### src/rtl/uart_arb_pkg.sv
// Shared types and helpers for the UART transmit arbiter.
// Optional feature macro used by the arbiter: UART_ARB_PRIO0_EN (requester 0 always wins).
package uart_arb_pkg;

    typedef enum logic [1:0] {
        IDLE      = 2'd0,
        LAUNCH    = 2'd1,
        WAIT_DONE = 2'd2,
        GAP       = 2'd3
    } arb_state_t;

    localparam int BYTE_W  = 8;
    localparam int TMO_W   = 12;
    localparam int MAX_REQ = 8;

    // Byte k of a packed requester data bus (bus padded to MAX_REQ bytes).
    function automatic logic [BYTE_W-1:0] byte_sel(
        input logic [MAX_REQ*BYTE_W-1:0] data,
        input logic [2:0]                idx
    );
        return data[idx*BYTE_W +: BYTE_W];
    endfunction

endpackage

### src/rtl/uart_rr_picker.sv
// Combinational round-robin picker: first set request at or after 'start', with wrap.
module uart_rr_picker #(
    parameter int NUM_REQ = 4,
    parameter int PTR_W   = $clog2(NUM_REQ)
) (
    input  logic [NUM_REQ-1:0] req,
    input  logic [PTR_W-1:0]   start,
    output logic               valid,
    output logic [PTR_W-1:0]   winner
);

    int idx;

    always_comb begin
        valid  = 1'b0;
        winner = '0;
        idx    = 0;
        for (int i = 0; i < NUM_REQ; i++) begin
            idx = int'(start) + i;
            if (idx >= NUM_REQ) idx = idx - NUM_REQ;
            if (!valid && req[idx[PTR_W-1:0]]) begin
                valid  = 1'b1;
                winner = idx[PTR_W-1:0];
            end
        end
    end

endmodule

### src/rtl/uart_tx_arbiter.sv
// Round-robin arbiter sharing one byte-serial UART transmitter among NUM_REQ requesters.
// Optional: define UART_ARB_PRIO0_EN to make requester 0 win every arbitration it joins.
module uart_tx_arbiter
    import uart_arb_pkg::*;
#(
    parameter int NUM_REQ     = 4,
    parameter int GAP_CYCLES  = 2,
    parameter int TIMEOUT_MAX = 4095
) (
    input  logic                    i_clk,
    input  logic                    i_rst_n,
    input  logic [NUM_REQ-1:0]      i_req,
    input  logic [NUM_REQ*8-1:0]    i_data,
    output logic [NUM_REQ-1:0]      o_ack,
    output logic [NUM_REQ-1:0]      o_done,
    output logic                    o_busy,
    output logic                    o_err,
    output logic                    o_send_en,
    output logic [BYTE_W-1:0]       o_tx_data,
    input  logic                    i_tx_done
);

    localparam int PTR_W = $clog2(NUM_REQ);
    localparam int GAP_W = (GAP_CYCLES > 1) ? $clog2(GAP_CYCLES) : 1;
    localparam logic [GAP_W-1:0] GAP_LAST = GAP_W'((GAP_CYCLES > 0) ? GAP_CYCLES - 1 : 0);
    localparam logic [TMO_W-1:0] TMO_LAST = TMO_W'(TIMEOUT_MAX - 1);
    localparam arb_state_t AFTER_FRAME = (GAP_CYCLES == 0) ? IDLE : GAP;

    arb_state_t               state, state_nx;
    logic [PTR_W-1:0]         owner, owner_nx, rr_ptr, ptr_nx, win;
    logic [TMO_W-1:0]         tmo_cnt, tmo_nx;
    logic [GAP_W-1:0]         gap_cnt, gap_nx;
    logic                     tx_done_q, done_rise, prio_win;
    logic                     pick_valid;
    logic [PTR_W-1:0]         pick_idx;
    logic [BYTE_W-1:0]        data_nx;
    logic [NUM_REQ-1:0]       ack_nx, done_nx;
    logic                     err_nx, send_nx;
    logic [MAX_REQ*BYTE_W-1:0] data_pad;

    assign data_pad  = (MAX_REQ*BYTE_W)'(i_data);
    assign done_rise = i_tx_done & ~tx_done_q;

`ifdef UART_ARB_PRIO0_EN
    assign prio_win = i_req[0];
`else
    assign prio_win = 1'b0;
`endif

    uart_rr_picker #(.NUM_REQ(NUM_REQ), .PTR_W(PTR_W)) u_picker (
        .req    (i_req),
        .start  (rr_ptr),
        .valid  (pick_valid),
        .winner (pick_idx)
    );

    function automatic logic [PTR_W-1:0] wrap_inc(input logic [PTR_W-1:0] p);
        return (p == PTR_W'(NUM_REQ - 1)) ? '0 : p + 1'b1;
    endfunction

    // rr_ptr holds the next search start; updating it at grant is equivalent to
    // updating at frame end because no arbitration happens in between.
    always_comb begin
        state_nx = state;
        owner_nx = owner;
        ptr_nx   = rr_ptr;
        tmo_nx   = tmo_cnt;
        gap_nx   = gap_cnt;
        data_nx  = o_tx_data;
        ack_nx   = '0;
        done_nx  = '0;
        err_nx   = 1'b0;
        send_nx  = 1'b0;
        win      = prio_win ? '0 : pick_idx;
        case (state)
            IDLE: begin
                if (pick_valid) begin
                    owner_nx    = win;
                    data_nx     = byte_sel(data_pad, 3'(win));
                    ack_nx[win] = 1'b1;
                    if (!prio_win) ptr_nx = wrap_inc(win);
                    state_nx    = LAUNCH;
                end
            end
            LAUNCH: begin
                send_nx  = 1'b1;
                tmo_nx   = '0;
                state_nx = WAIT_DONE;
            end
            WAIT_DONE: begin
                if (done_rise) begin
                    done_nx[owner] = 1'b1;
                    gap_nx         = '0;
                    state_nx       = AFTER_FRAME;
                end else if (tmo_cnt == TMO_LAST) begin
                    err_nx   = 1'b1;
                    gap_nx   = '0;
                    state_nx = AFTER_FRAME;
                end else begin
                    tmo_nx = tmo_cnt + 1'b1;
                end
            end
            GAP: begin
                if (gap_cnt == GAP_LAST) state_nx = IDLE;
                else                     gap_nx   = gap_cnt + 1'b1;
            end
            default: state_nx = IDLE;
        endcase
    end

    always_ff @(posedge i_clk or negedge i_rst_n) begin
        if (!i_rst_n) begin
            state     <= IDLE;
            owner     <= '0;
            rr_ptr    <= '0;
            tmo_cnt   <= '0;
            gap_cnt   <= '0;
            tx_done_q <= 1'b0;
            o_ack     <= '0;
            o_done    <= '0;
            o_busy    <= 1'b0;
            o_err     <= 1'b0;
            o_send_en <= 1'b0;
            o_tx_data <= '0;
        end else begin
            state     <= state_nx;
            owner     <= owner_nx;
            rr_ptr    <= ptr_nx;
            tmo_cnt   <= tmo_nx;
            gap_cnt   <= gap_nx;
            tx_done_q <= i_tx_done;
            o_ack     <= ack_nx;
            o_done    <= done_nx;
            o_busy    <= (state_nx != IDLE);
            o_err     <= err_nx;
            o_send_en <= send_nx;
            o_tx_data <= data_nx;
        end
    end

endmodule

### config.mk
export PLATFORM = sky130hd
export DESIGN_NAME = uart_tx_arbiter
export DESIGN_NICKNAME = d
export VERILOG_FILES = /design/src/rtl/uart_arb_pkg.sv /design/src/rtl/uart_rr_picker.sv /design/src/rtl/uart_tx_arbiter.sv
export SDC_FILE = /design/constraint.sdc
export NUM_CORES = 1
export LEC_CHECK = 0
export BUFFER_PORTS_ARGS = -buffer_cell sky130_fd_sc_hd__buf_2
export CORE_ASPECT_RATIO = 0.9
export CORE_MARGIN = 2
export CORE_UTILIZATION = 46
export CTS_CLUSTER_DIAMETER = 150
export DETAILED_ROUTE_END_ITERATION = 8
export GPL_TIMING_DRIVEN = 0
export PLACE_DENSITY = 0.75
export RECOVER_POWER = 100
export SLEW_MARGIN = 5
export SYNTH_ARGS = -nofsm -noshare
export SYNTH_HDL_FRONTEND = slang
export SYNTH_HIERARCHICAL = 1
export SYNTH_SLANG_ARGS = --single-unit
export TNS_END_PERCENT = 1
### constraint.sdc
create_clock -name i_clk -period 2.3 [get_ports i_clk]
set_input_delay 0.345 -clock i_clk [delete_from_list [all_inputs] [get_ports i_clk]]
set_output_delay 0.345 -clock i_clk [all_outputs]
set_load 0.005 [all_outputs]
# Word level (Yosys, flattened, before mapping)
# Cells that the tools add are included.
# totals
register_bits	39
input_bits	39
# classes
add_sub_neg	10
order_cmp	12
n_eq_ne	8
shifts	1
n_mux	45
bitwise	2
reduce_logical	15
# ops
cell	count
$shiftx 64x6->8	1
$mux 2	13
$mux 12	2
$pmux 12 s2	1
$lt 2x3->1 const B	6
$mux 1	17
$mux 4	4
$add 12x1->12 const B	1
$eq 12x12->1 const B	1
$ge 3x3->1 const B	3
$bmux 1 s2	4
$pmux 2 s4	1
$sub 2x1->2 const B	4
$add 2x2->3 const B	2
$eq 2x2->1 const B	3
$reduce_bool 2->1	3
$logic_and 1x1->1	5
$demux 1 s2	2
$ge 2x1->1 const B	2
$ne 2x2->1 const B	2
$reduce_and 2->1	2
$add 2x1->3 const B	1
$ge 2x3->1 const B	1
$logic_not 1->1	3
9 further kinds	9

# Logic depth before layout (Yosys ltp)
# Gate-level depths: netlist of run 1.
# logic_depth
ltp_word	20
mapped_depth	7
mapped_depth_nobuf	6

# Hierarchy
# Netlist of run 1, hierarchy kept.
# by_module_without_submodules
mod	instances	cells_per_inst	area_per_inst_um2	seq_area_each_um2
uart_tx_arbiter	1	157	1934.4	975.9
uart_rr_picker	1	15	77.6	0.0

# Least setup slack after synthesis of run 1
# No wires, ideal clock.
# synth_timing
kind	input -> register
from	input i_req[1]
to	register o_tx_data[0]
setup_time_ns	0.125
t_arrival_ns	2.289
required_time_ns	2.175
slack_ns	-0.114
cell_stages	6
n_path_buf	1
cell_sequence	inv_1 -> a221o_1 -> a21oi_1 -> buf_1 -> mux4_2 -> mux2_2
# synth_between
elab_chain_len	13
# synth_lines
item	line_no	text
start, declared	uart_tx_arbiter.sv:12	input logic [NUM_REQ-1:0] i_req,
$bmux 1 s2	uart_rr_picker.sv:21	if (!valid && req[idx[PTR_W-1:0]]) begin
$mux 1 (implied by the code)	uart_rr_picker.sv:21	
$mux 1	uart_rr_picker.sv:21	
$logic_not 1->1	uart_rr_picker.sv:21	
$logic_and 1x1->1	uart_rr_picker.sv:21	
$mux 1	uart_rr_picker.sv:21	
$logic_not 1->1	uart_rr_picker.sv:21	
$logic_and 1x1->1	uart_rr_picker.sv:21	
$mux 1	uart_rr_picker.sv:21	
$logic_not 1->1	uart_rr_picker.sv:21	
$logic_and 1x1->1	uart_rr_picker.sv:21	
$mux 2 (*)	uart_rr_picker.sv:21	
net pick_idx[0]	uart_tx_arbiter.sv:35	logic [PTR_W-1:0] pick_idx;
$shiftx 64x6->8 (*)	uart_arb_pkg.sv:21	return data[idx*BYTE_W +: BYTE_W];
end signal, assigned	uart_tx_arbiter.sv:137	o_tx_data <= data_nx;
end, declared	uart_tx_arbiter.sv:19	output logic [BYTE_W-1:0] o_tx_data,
# The timed path passes the listed nets; every way through them passes the cells marked *. The select of a mux whose other input is x is not followed.
# A chain may end at the register's enable or synchronous reset.

# Final worst setup path of run 1
# layout_timing
from	register rr_ptr[0]
to	register o_tx_data[1]
# layout_between
elab_chain_len	15
# layout_lines
item	line_no	text
start, declared	uart_tx_arbiter.sv:30	logic [PTR_W-1:0] owner, owner_nx, rr_ptr, ptr_nx, win;
start signal, assigned	uart_tx_arbiter.sv:128	rr_ptr <= ptr_nx;
parallel branches: the longest is 13 deep, another holds $add 2x1->3	n/a	
$mux 2 (*)	uart_rr_picker.sv:21	
net pick_idx[0]	uart_tx_arbiter.sv:35	
$shiftx 64x6->8 (*)	uart_arb_pkg.sv:21	
# Mark *: on every way through the listed nets, which the timed path passes. The select of a mux whose other input is x is not followed.

==> run_results.csv, run 1 <==
group,metric,value,unit
status,status,"finished with violations",
power,p_sw,852,uW
die,initial_core_util,0.487,
min_path,hold_path_depth,1,
grt,grt_pass1_vias,1374,
grt,grt_start_max_net_pins,40,
drt,firstDrtPassIters,4,
placement,io_buffers,57,
grt,antenna_found_initial,0,
final_layout,num-fill-cells,348,
final_layout,drive_above_1_share,0.350,
clock_tree,htreeDepth,2,
grt,grt_pass1_wl,6290,um
final_layout,nNetsFinal,281,
final_layout,diodes,0,
min_path,min_from,"i_tx_done",
final_layout,area_growth,22.0,%
synth,ys.flop_type,"dfrtp_1",
synth,synthTopCellsByCount,"dfrtp_1 (39), nand2_1 (14), mux2_2 (12), nor2_1 (12), inv_1 (9)",
power,pwr-share-clk,0.219,
synth,ys_seq_area_frac,0.485,
timing,max_freq,0.458,GHz
clock_tree,insertion_delay,0.29,ns
drt,drc,0,
grt,grt_usage,0.173,
synth,synth_top_cell_area_share,0.485,
clock_tree,clockBufferDepth,2,
die,ios,58,
flow_run,cap_violations,1,
grt,grt_remaining_overflow,0,
synth,async_reset_ff_frac,1.00,
clock_tree,cts_tree,"done",
power,sw_frac_of_total,0.330,
placement,hpwl,2980,um
min_path,min_path_type,"input port to register",
setup_path,reg2reg_slack,0.12,ns
die,fp-row-count,22,
final_layout,fin_cells,285,
clock_tree,cts.root.buffer_cell,"clkbuf_8",
placement,gp_congestion,0.822,
synth,ys_seq_elements,39,
clock_tree,cts_buffers,5,
setup_path,arrival,2.37,ns
min_path,worst_hold_path.endpoint,"tx_done_q$_DFF_PN0_",
drt,routed_wl,3940,um
clock_tree,cts_sinks,39,
synth,synthCells,172,
power,intPower,1.73,mW
timing,setup_violations,0,
clock_tree,hold_buffers,0,
setup_path,timing_worst_setup_path_type,"register to register",
setup_path,critPathLaunchType,"register",
drt,viasPerCell,5.40,
timing,min_period,2.18,ns
die,die_area,4920,um2
power,combPwrFrac,0.384,
die,die_w,73.7,um
die,fp.dieH,66.7,um
setup_path,worst-path-max-fanout,10,
timing,maxSlewViolCount,40,
setup_path,cp.required,2.48,ns
power,p_per_area,1050,nW/um2
placement,pre_cts_slack,-0.232,ns
synth,synth_cell_type_count,43,
setup_path,end_kind,"register",
clock_tree,post_cts_buffers,0,
die,coreArea,4130,um2
power,pwr-share-seq,0.397,
power,irDropWorstVdd,0.566,mV
synth,synth-edff-count,0,
synth,syn_area,2010,um2
timing,layout_setup_ws,0.115,ns
setup_path,reg2reg_depth,6,
timing,hold_viol_final,0,
placement,dp_cells,277,
synth,synthMostInstantiatedCell,"dfrtp_1",
synth,syn_nets,217,
timing,worst_pin_slew,1.99,ns
synth,syn_avg_cell_area,11.7,um2
timing,rsz0062_at_grt,"no",
drt,routedWlPerCell,13.8,um
power,p_leak,1.18,nW
status,violations,"capacitance limit, slew limit",
synth,yosys_warnings,6,
synth,yosys.area.top_type,"dfrtp_1",
setup_path,regToRegEndpoint,"o_tx_data[1]$_DFFE_PN0P_",
drt,ant_nets,0,
setup_path,r2r-start,"rr_ptr[0]$_DFFE_PN0P_",
drt,drt_iter0_drc,116,
timing,timing.final.crit_share,0.950,
synth,synthTopCellsByArea,"dfrtp_1 (49%), mux4_2 (9.0%), mux2_2 (6.7%), ha_1 (3.7%), mux2i_1 (3.5%)",
drt,vias,1538,
timing,maxSlewHeadroom,-0.326,
timing,clock_skew,0.00493,ns
clock_tree,path_clk_slew,0.08,ns
cells in the final DEF (no fill, tap or decap), types with 2 or more instances in the layout:
| cell | instances |
|---|---|
| and4_4 | 3 |
| inv_1 | 9 |
| clkbuf_1 | 19 |
| clkbuf_8 | 5 |
| buf_2 | 42 |
| mux2_2 | 12 |
| mux2i_1 | 7 |
| and3_1 | 7 |
| o31ai_1 | 2 |
| dfrtp_1 | 39 |
| a31oi_1 | 2 |
| nor3_1 | 4 |
| nand2_1 | 14 |
| a21oi_1 | 3 |
| ha_1 | 6 |
| nor2_1 | 12 |
| nand3_1 | 4 |
| nand2b_1 | 5 |
| buf_6 | 2 |
| nor4_1 | 3 |
| nand4_1 | 3 |
| o21ai_0 | 2 |
| mux4_2 | 8 |
area by class of cell:
cell class	instances	area, um2	share of cell area
Clock inverter	3	43.8	0.0178
Tap cell	48	60.1	0.0245
Clock buffer	5	68.8	0.0280
Multi-Input combinational cell	115	951	0.388
Timing Repair Buffer	57	267	0.109
Buffer	8	50.0	0.0204
Sequential cell	39	976	0.398
Inverter	10	37.5	0.0153
critical path, cell delays in order, from the launching register on:
cell and delay, ns:
dfrtp_1 0.41, inv_2 0.05, a221o_1 0.33, a21oi_2 0.29
buf_6 0.22, mux4_2 0.51, mux2_2 0.27
cell families after synthesis:
| family | count (synthesis) | synth area share |
|---|---|---|
| DFF | 39 | 0.485 |
| AOI/OAI and AO/OA | 19 | 0.0703 |
| muxes | 27 | 0.192 |
| buffers and inverters | 18 | 0.0404 |
| adders and majority gates | 6 | 0.0373 |
| and+or+nand+nor | 63 | 0.175 |
power by group through the flow:
stage	Combinational [mW]	Sequential (mW)	Clock, mW
2_1_floorplan	0.713	1.03	0
3_3_place_gp	0.994	1.03	0
3_5_place_dp	1.02	1.04	0
4_1_cts	1.03	1.03	0.580
5_1_grt	1.11	1.05	0.613
6_report	0.989	1.02	0.566
sequential cells by signal, summed over array words and instances (netlist names):
name       cells
tmo_cnt       12
o_tx_data      8
o_ack          4
o_done         4
owner          2
rr_ptr         2
state          2
gap_cnt        1
o_busy         1
o_err          1
o_send_en      1
tx_done_q      1
timing repair:
action	in CTS	in global routing
endpoints found under the setup margin	8	6
gates resized for setup	2	3
hold endpoints to repair	0	0
how the worst max path moves through the flow:
stage / depth (start not counted) / from / endpoint
floorplan: 6 / i_req[1] / o_tx_data[0]$_DFFE_PN0P_
global placement: 7 / i_req[1] / o_tx_data[0]$_DFFE_PN0P_
detailed placement: 7 / i_req[1] / o_tx_data[1]$_DFFE_PN0P_
CTS: 6 / rr_ptr[0]$_DFFE_PN0P_ / o_tx_data[1]$_DFFE_PN0P_
global route: 6 / rr_ptr[0]$_DFFE_PN0P_ / o_tx_data[4]$_DFFE_PN0P_
finish: 6 / rr_ptr[0]$_DFFE_PN0P_ / o_tx_data[1]$_DFFE_PN0P_
metal layers:
| layer | vias to the layer above | share of wire | global-route usage |
|---|---|---|---|
| li1 | 755 | - | - |
| met1 | 749 | 0.46 | 0.228 |
| met2 | 25 | 0.49 | 0.263 |
| met3 | 9 | 0.028 | 0.0454 |
| met4 | 0 | 0.024 | 0.0818 |
| met5 | - | 0 | 0 |
metrics by stage:
| step | hold WS, ns | power [mW] | setup TNS (ns) | instance area (um2) | util |
|---|---|---|---|---|---|
| finish | 0.190 | 2.58 | 0 | 2450 | 0.594 |
| global route | 0.209 | 2.77 | 0 | 2450 | 0.594 |
| CTS | 0.174 | 2.64 | 0 | 2480 | 0.600 |
| detailed placement | 0.470 | 2.05 | -1.63 | 2360 | 0.571 |
| global placement | 0.467 | 2.02 | -1.53 | 2360 | 0.571 |
| floorplan | 0.0494 | 1.75 | 0 | 2010 | - |
(Power assumes the default switching activity.)
==> run 2, diff against run 1 <==
REMOVE_ABC_BUFFERS = 1   (was not set)
==> run_results.csv, run 2 (same netlist as run 1, synthesis figures left out) <==
group,metric,value,unit
timing,rsz0062_at_grt,"no",
timing,setup_violations,0,
drt,route.met2.wl,1970,um
clock_tree,path_clk_slew,0.08,ns
timing,hold_viol_final,0,
power,p_per_area,1060,nW/um2
die,fp.dieH,66.7,um
clock_tree,cts_buffers,5,
die,fp-row-count,22,
drt,maxUsedRoutingLayer,"met4",
placement,hpwl,2850,um
final_layout,drive_above_1_share,0.351,
placement,pre_cts_slack,-0.279,ns
drt,routed_wl,3830,um
status,violations,"capacitance limit, slew limit",
die,initial_core_util,0.487,
final_layout,top_register,"tmo_cnt",
grt,grt_remaining_overflow,0,
status,status,"finished with violations",
setup_path,end_kind,"register",
setup_path,timing_worst_setup_path_type,"register to register",
final_layout,final_cell_mix,"buf_2 (42), dfrtp_1 (39), nand2_1 (14), clkbuf_1 (14)",
setup_path,cp-startpoint,"state[1]$_DFF_PN0_",
flow_run,cap_violations,1,
drt,drc,0,
timing,max_freq,0.480,GHz
clock_tree,cts.root.buffer_cell,"clkbuf_8",
setup_path,path_buf_inv,0,
timing,setup_tns,0,ns
timing,clock_skew,0.0128,ns
setup_path,r2r-start,"state[1]$_DFF_PN0_",
drt,routedWlPerCell,13.7,um
placement,dp_cells,269,
drt,viasPerCell,5.32,
timing,maxSlewViolCount,40,
setup_path,cp.required,2.47,ns
final_layout,fin_cells,279,
die,die_w,73.7,um
grt,antenna_found_initial,0,
clock_tree,cts_tree,"done",
setup_path,worst-path-max-fanout,13,
die,coreArea,4130,um2
clock_tree,insertion_delay,0.29,ns
timing,timing.final.crit_share,0.906,
grt,grt_pass1_wl,6040,um
timing,worst_pin_slew,1.95,ns
clock_tree,htreeDepth,2,
timing,min_period,2.08,ns
grt,grt_start_max_net_pins,40,
drt,firstDrtPassIters,4,
setup_path,arrival,2.26,ns
drt,drt_iter0_drc,100,
drt,vias,1485,
final_layout,area_growth,21.2,%
setup_path,critPathMaxStageDelay,0.75,ns
power,p_leak,1.17,nW
final_layout,largest_reg_flops,12,
min_path,min_path_type,"input port to register",
clock_tree,hold_buffers,0,
drt,ant_nets,0,
final_layout,diodes,0,
setup_path,crit_chain,"nor2_1, and2_0, mux2_2",
clock_tree,cts_sinks,39,
drt,wl_met1,1660,um
die,ios,58,
grt,grt_pass1_vias,1353,
final_layout,nNetsFinal,275,
die,die_area,4920,um2
final_layout,num-fill-cells,342,
grt,grt_usage,0.164,
power,irDropWorstVdd,0.701,mV
placement,gp_congestion,0.804,
setup_path,critPathLaunchType,"register",
final_layout,final_common_cell,"buf_2",
drt,route.met3.wl,133,um
min_path,min_from,"i_tx_done",
timing,layout_setup_ws,0.217,ns
placement,io_buffers,57,
setup_path,crit_slowest_cell,"and2_0",
clock_tree,clockBufferDepth,2,
timing,maxSlewHeadroom,-0.302,
final_layout,reg_top3,"tmo_cnt (12), o_tx_data (8)",
setup_path,cp_top_family,"simple AND/OR/NAND/NOR gates",
[run 2: changes by cell type in the layout (fill, tap and decap cells not counted), sizes merged]
cell	delta
clkbuf	-6
[run 2: report_power, final]
part | total, mW | leakage (nW) | internal, mW | switching (mW)
clock network | 0.551 | 0.0581 | 0.323 | 0.229
registers | 1.06 | 0.498 | 0.892 | 0.173
logic | 0.970 | 0.610 | 0.521 | 0.449
[run 2: layer usage]
| metal | track usage | up-vias |
|---|---|---|
| li1 | - | 744 |
| met1 | 0.206 | 704 |
| met2 | 0.261 | 30 |
| met3 | 0.0545 | 7 |
| met4 | 0.0614 | 0 |
| met5 | 0 | - |
[run 2: layout make-up]
type	count	area, um2	area share
Clock buffer	5	68.8	0.0282
Clock inverter	3	43.8	0.0180
Timing Repair Buffer	59	294	0.121
Inverter	10	37.5	0.0154
Sequential cell	39	976	0.400
Multi-Input combinational cell	115	958	0.393
Tap cell	48	60.1	0.0246
[run 2: worst reg2reg max path, delay by kind of cell (launching register included)]
family / cells / cell delay (ns)
mux: 1 / 0.43
flops: 1 / 0.48
simple gates: 2 / 1.06
[run 2: path summary, 6_finish.rpt]
check	end	slack, ns	cells past startpoint
min reg2reg	tmo_cnt[9]$_DFFE_PN0P_	0.48	1
max reg2reg	o_tx_data[7]$_DFFE_PN0P_	0.22	3
max	o_tx_data[7]$_DFFE_PN0P_	0.22	3
max in group asynchronous	gap_cnt$_DFFE_PN0P_	0.57	1
min in group asynchronous	o_tx_data[3]$_DFFE_PN0P_	0.60	1
min	tx_done_q$_DFF_PN0_	0.23	1
[run 2: per-stage QoR]
| step | cell area [um2] | hold slack, ns | util | total power [mW] |
|---|---|---|---|---|
| after detailed placement | 2320 | 0.471 | 0.561 | 2.02 |
| after floorplan | 1970 | 0.0494 | - | 1.70 |
| after CTS | 2440 | 0.178 | 0.591 | 2.60 |
| after global routing | 2440 | 0.207 | 0.591 | 2.79 |
| final | 2440 | 0.228 | 0.591 | 2.59 |
| after global placement | 2310 | 0.474 | 0.560 | 1.98 |
[run 2: what timing repair did]
| item | CTS | global route |
|---|---|---|
| pin swaps | 0 | 1 |
| setup endpoints to repair | 9 | 8 |
| resized for setup | 2 | 0 |
| buffers inserted | 0 | 2 |
==> run 3, diff against run 2 <==
ABC_AREA = 1   (was not set)
CORE_UTILIZATION = 48   (was 46)
PLACE_DENSITY = 0.76   (was 0.75)
==> run_results.csv, run 3 <==
group,metric,value,unit
synth,synthMostInstantiatedCell,"nand2_1",
setup_path,critPathMaxStageDelay,0.47,ns
timing,maxSlewViolCount,0,
synth,synthTopCellsByArea,"dfrtp_1 (42%), nand2_1 (13%), nor2_1 (7.3%), inv_1 (4.7%), o21ai_0 (4.5%)",
clock_tree,htreeDepth,2,
min_path,min_path_type,"input port to asynchronous set/reset pin",
timing,worst_pin_slew,0.821,ns
final_layout,drive_above_1_share,0.255,
drt,ant_nets,0,
timing,timing.final.crit_share,0.920,
die,fp-row-count,24,
synth,ys_seq_area_frac,0.420,
grt,antenna_found_initial,0,
grt,grt_remaining_overflow,0,
final_layout,area_growth,21.2,%
final_layout,top_register,"tmo_cnt",
clock_tree,path_clk_slew,0.08,ns
synth,syn_avg_cell_area,7.47,um2
setup_path,regToRegEndpoint,"rr_ptr[0]$_DFFE_PN0P_",
setup_path,reg2reg_slack,0.18,ns
drt,routed_wl,5000,um
final_layout,nNetsFinal,420,
final_layout,largest_reg_flops,12,
final_layout,fin_cells,441,
synth,synth-edff-count,0,
placement,hpwl,3600,um
drt,firstDrtPassIters,4,
final_layout,reg_top3,"tmo_cnt (12), o_tx_data (8)",
clock_tree,cts.root.buffer_cell,"clkbuf_8",
grt,grt_start_max_net_pins,40,
setup_path,arrival,2.29,ns
timing,rsz0062_at_grt,"no",
clock_tree,cts_tree,"done",
clock_tree,insertion_delay,0.29,ns
setup_path,path_buf_inv,3,
grt,grt_usage,0.205,
timing,hold_viol_final,0,
setup_path,cp.required,2.47,ns
timing,max_freq,0.472,GHz
placement,io_buffers,57,
synth,synth_top_cell_area_share,0.420,
final_layout,diodes,0,
setup_path,cp_top_family,"simple AND/OR/NAND/NOR gates",
grt,use_met2,0.353,
setup_path,cp-startpoint,"rr_ptr[0]$_DFFE_PN0P_",
power,finalPower,3.89,mW
grt,grt_pass1_wl,9060,um
synth,synthTopCellsByCount,"nand2_1 (82), nor2_1 (45), dfrtp_1 (39)",
synth,ys_seq_elements,39,
setup_path,timing_worst_setup_path_type,"register to register",
drt,vias,2161,
final_layout,num-fill-cells,466,
synth,syn_area,2320,um2
setup_path,reg2reg_depth,12,
placement,gp_congestion,0.758,
setup_path,worstSetupEndpoint,"rr_ptr[0]$_DFFE_PN0P_",
die,die_w,77.3,um
drt,drc,0,
synth,synth_cell_type_count,28,
drt,drt_iter0_drc,65,
die,ios,58,
die,fp.dieH,70.0,um
synth,yosys_warnings,6,
die,die_area,5410,um2
power,irDropWorstVdd,1.04,mV
grt,met3_usage,0.0426,
placement,pre_cts_slack,-0.741,ns
drt,viasPerCell,4.90,
power,p_per_area,1380,nW/um2
final_layout,final_cell_mix,"nand2_1 (85), buf_2 (51), nor2_1 (46), dfrtp_1 (38), inv_1 (28)",
final_layout,final_common_cell,"nand2_1",
timing,hold_slack,0.147,ns
grt,gr-usage-met1,0.259,
timing,clock_skew,0.00915,ns
placement,dp_cells,425,
synth,ys.flop_type,"dfrtp_1",
setup_path,critPathLaunchType,"register",
setup_path,crit_slowest_cell,"dfrtp_2",
synth,synthCells,311,
timing,setup_violations,0,
die,initial_core_util,0.490,
setup_path,path_depth,12,
grt,top_usage_layer,"met2",
grt,grt_pass1_vias,2100,
synth,yosys.area.top_type,"dfrtp_1",
setup_path,path_common_cell,"nand2_2",
die,coreArea,4740,um2
status,status,"finished clean",
power,p_leak,1.45,nW
clock_tree,cts_sinks,39,
clock_tree,clockBufferDepth,2,
clock_tree,hold_buffers,0,
clock_tree,cts_buffers,5,
synth,async_reset_ff_frac,1.00,
setup_path,r2r-start,"rr_ptr[0]$_DFFE_PN0P_",
flow_run,cap_violations,0,
timing,maxSlewHeadroom,0.453,
timing,min_period,2.12,ns
setup_path,crit_chain,"buf_4, nand2_2, nand2_2, nand2_2, nand2_2, nor2_4, nand3b_1, nand3_2, clkinvlp_2, buf_12, nand2_1, o21ai_0",
setup_path,worst-path-max-fanout,16,
drt,routedWlPerCell,11.3,um
timing,layout_setup_ws,0.183,ns
setup_path,end_kind,"register",
timing,setup_tns,0,ns
run 3: worst min path at each step:
stage / startpoint / endpoint / slack, ns
detailed placement: gap_cnt$_DFFE_PN0P_ / gap_cnt$_DFFE_PN0P_ / 0.46
CTS: i_tx_done / tx_done_q$_DFF_PN0_ / 0.16
global route: i_tx_done / tx_done_q$_DFF_PN0_ / 0.16
finish: i_rst_n / owner[1]$_DFFE_PN0P_ / 0.15
floorplan: i_rst_n / gap_cnt$_DFFE_PN0P_ / 0.05
global placement: gap_cnt$_DFFE_PN0P_ / gap_cnt$_DFFE_PN0P_ / 0.45
run 3: cells by family after synthesis:
| kind of cell | count (synthesis) | share of synthesized area |
|---|---|---|
| xor+xnor | 2 | 0.00754 |
| simple gates | 183 | 0.372 |
| buf+inv | 43 | 0.0792 |
| compound gates | 38 | 0.0894 |
| flops | 39 | 0.420 |
| fa+ha+maj | 6 | 0.0323 |
run 3: worst register-to-register path, cell delays in order (launching register included):
cell,delay [ns]
dfrtp_2,0.47
buf_4,0.16
nand2_2,0.06
nand2_2,0.07
nand2_2,0.08
nand2_2,0.06
nor2_4,0.12
nand3b_1,0.11
nand3_2,0.26
clkinvlp_2,0.25
buf_12,0.19
nand2_1,0.08
o21ai_0,0.08
run 3: power by group:
group / internal, mW / switching (mW) / total, mW
sequential: 0.891 / 0.130 / 1.02
combinational: 0.850 / 1.43 / 2.28
clock: 0.351 / 0.240 / 0.591
total: 2.09 / 1.80 / 3.89
run 3: per-stage QoR:
stage,utilization,area [um2]
after global routing,0.593,2820
after CTS,0.591,2800
final,0.593,2820
after detailed placement,0.556,2640
after global placement,0.556,2640
after floorplan,-,2270
run 3: timing repair:
item,CTS,global route
setup endpoints to repair,15,12
gates resized for setup,7,2
endpoints found under the hold margin,0,0
buffers inserted,2,6
run 3: final cells by class:
class / instances / area (um2) / share of cell area
tap: 65 / 81.3 / 0.0289
timing repair buffer: 65 / 357 / 0.127
clock buffer: 6 / 82.6 / 0.0293
inverter: 35 / 146 / 0.0520
sequential: 39 / 977 / 0.347
multi-input combinational: 229 / 1140 / 0.404
clock inverter: 2 / 35.0 / 0.0124
run 3: layer usage:
metal,vias to the layer above,share of wire
met1,1011,0.46
met5,-,0
met4,0,0.0072
met3,4,0.031
met2,38,0.50
li1,1108,-
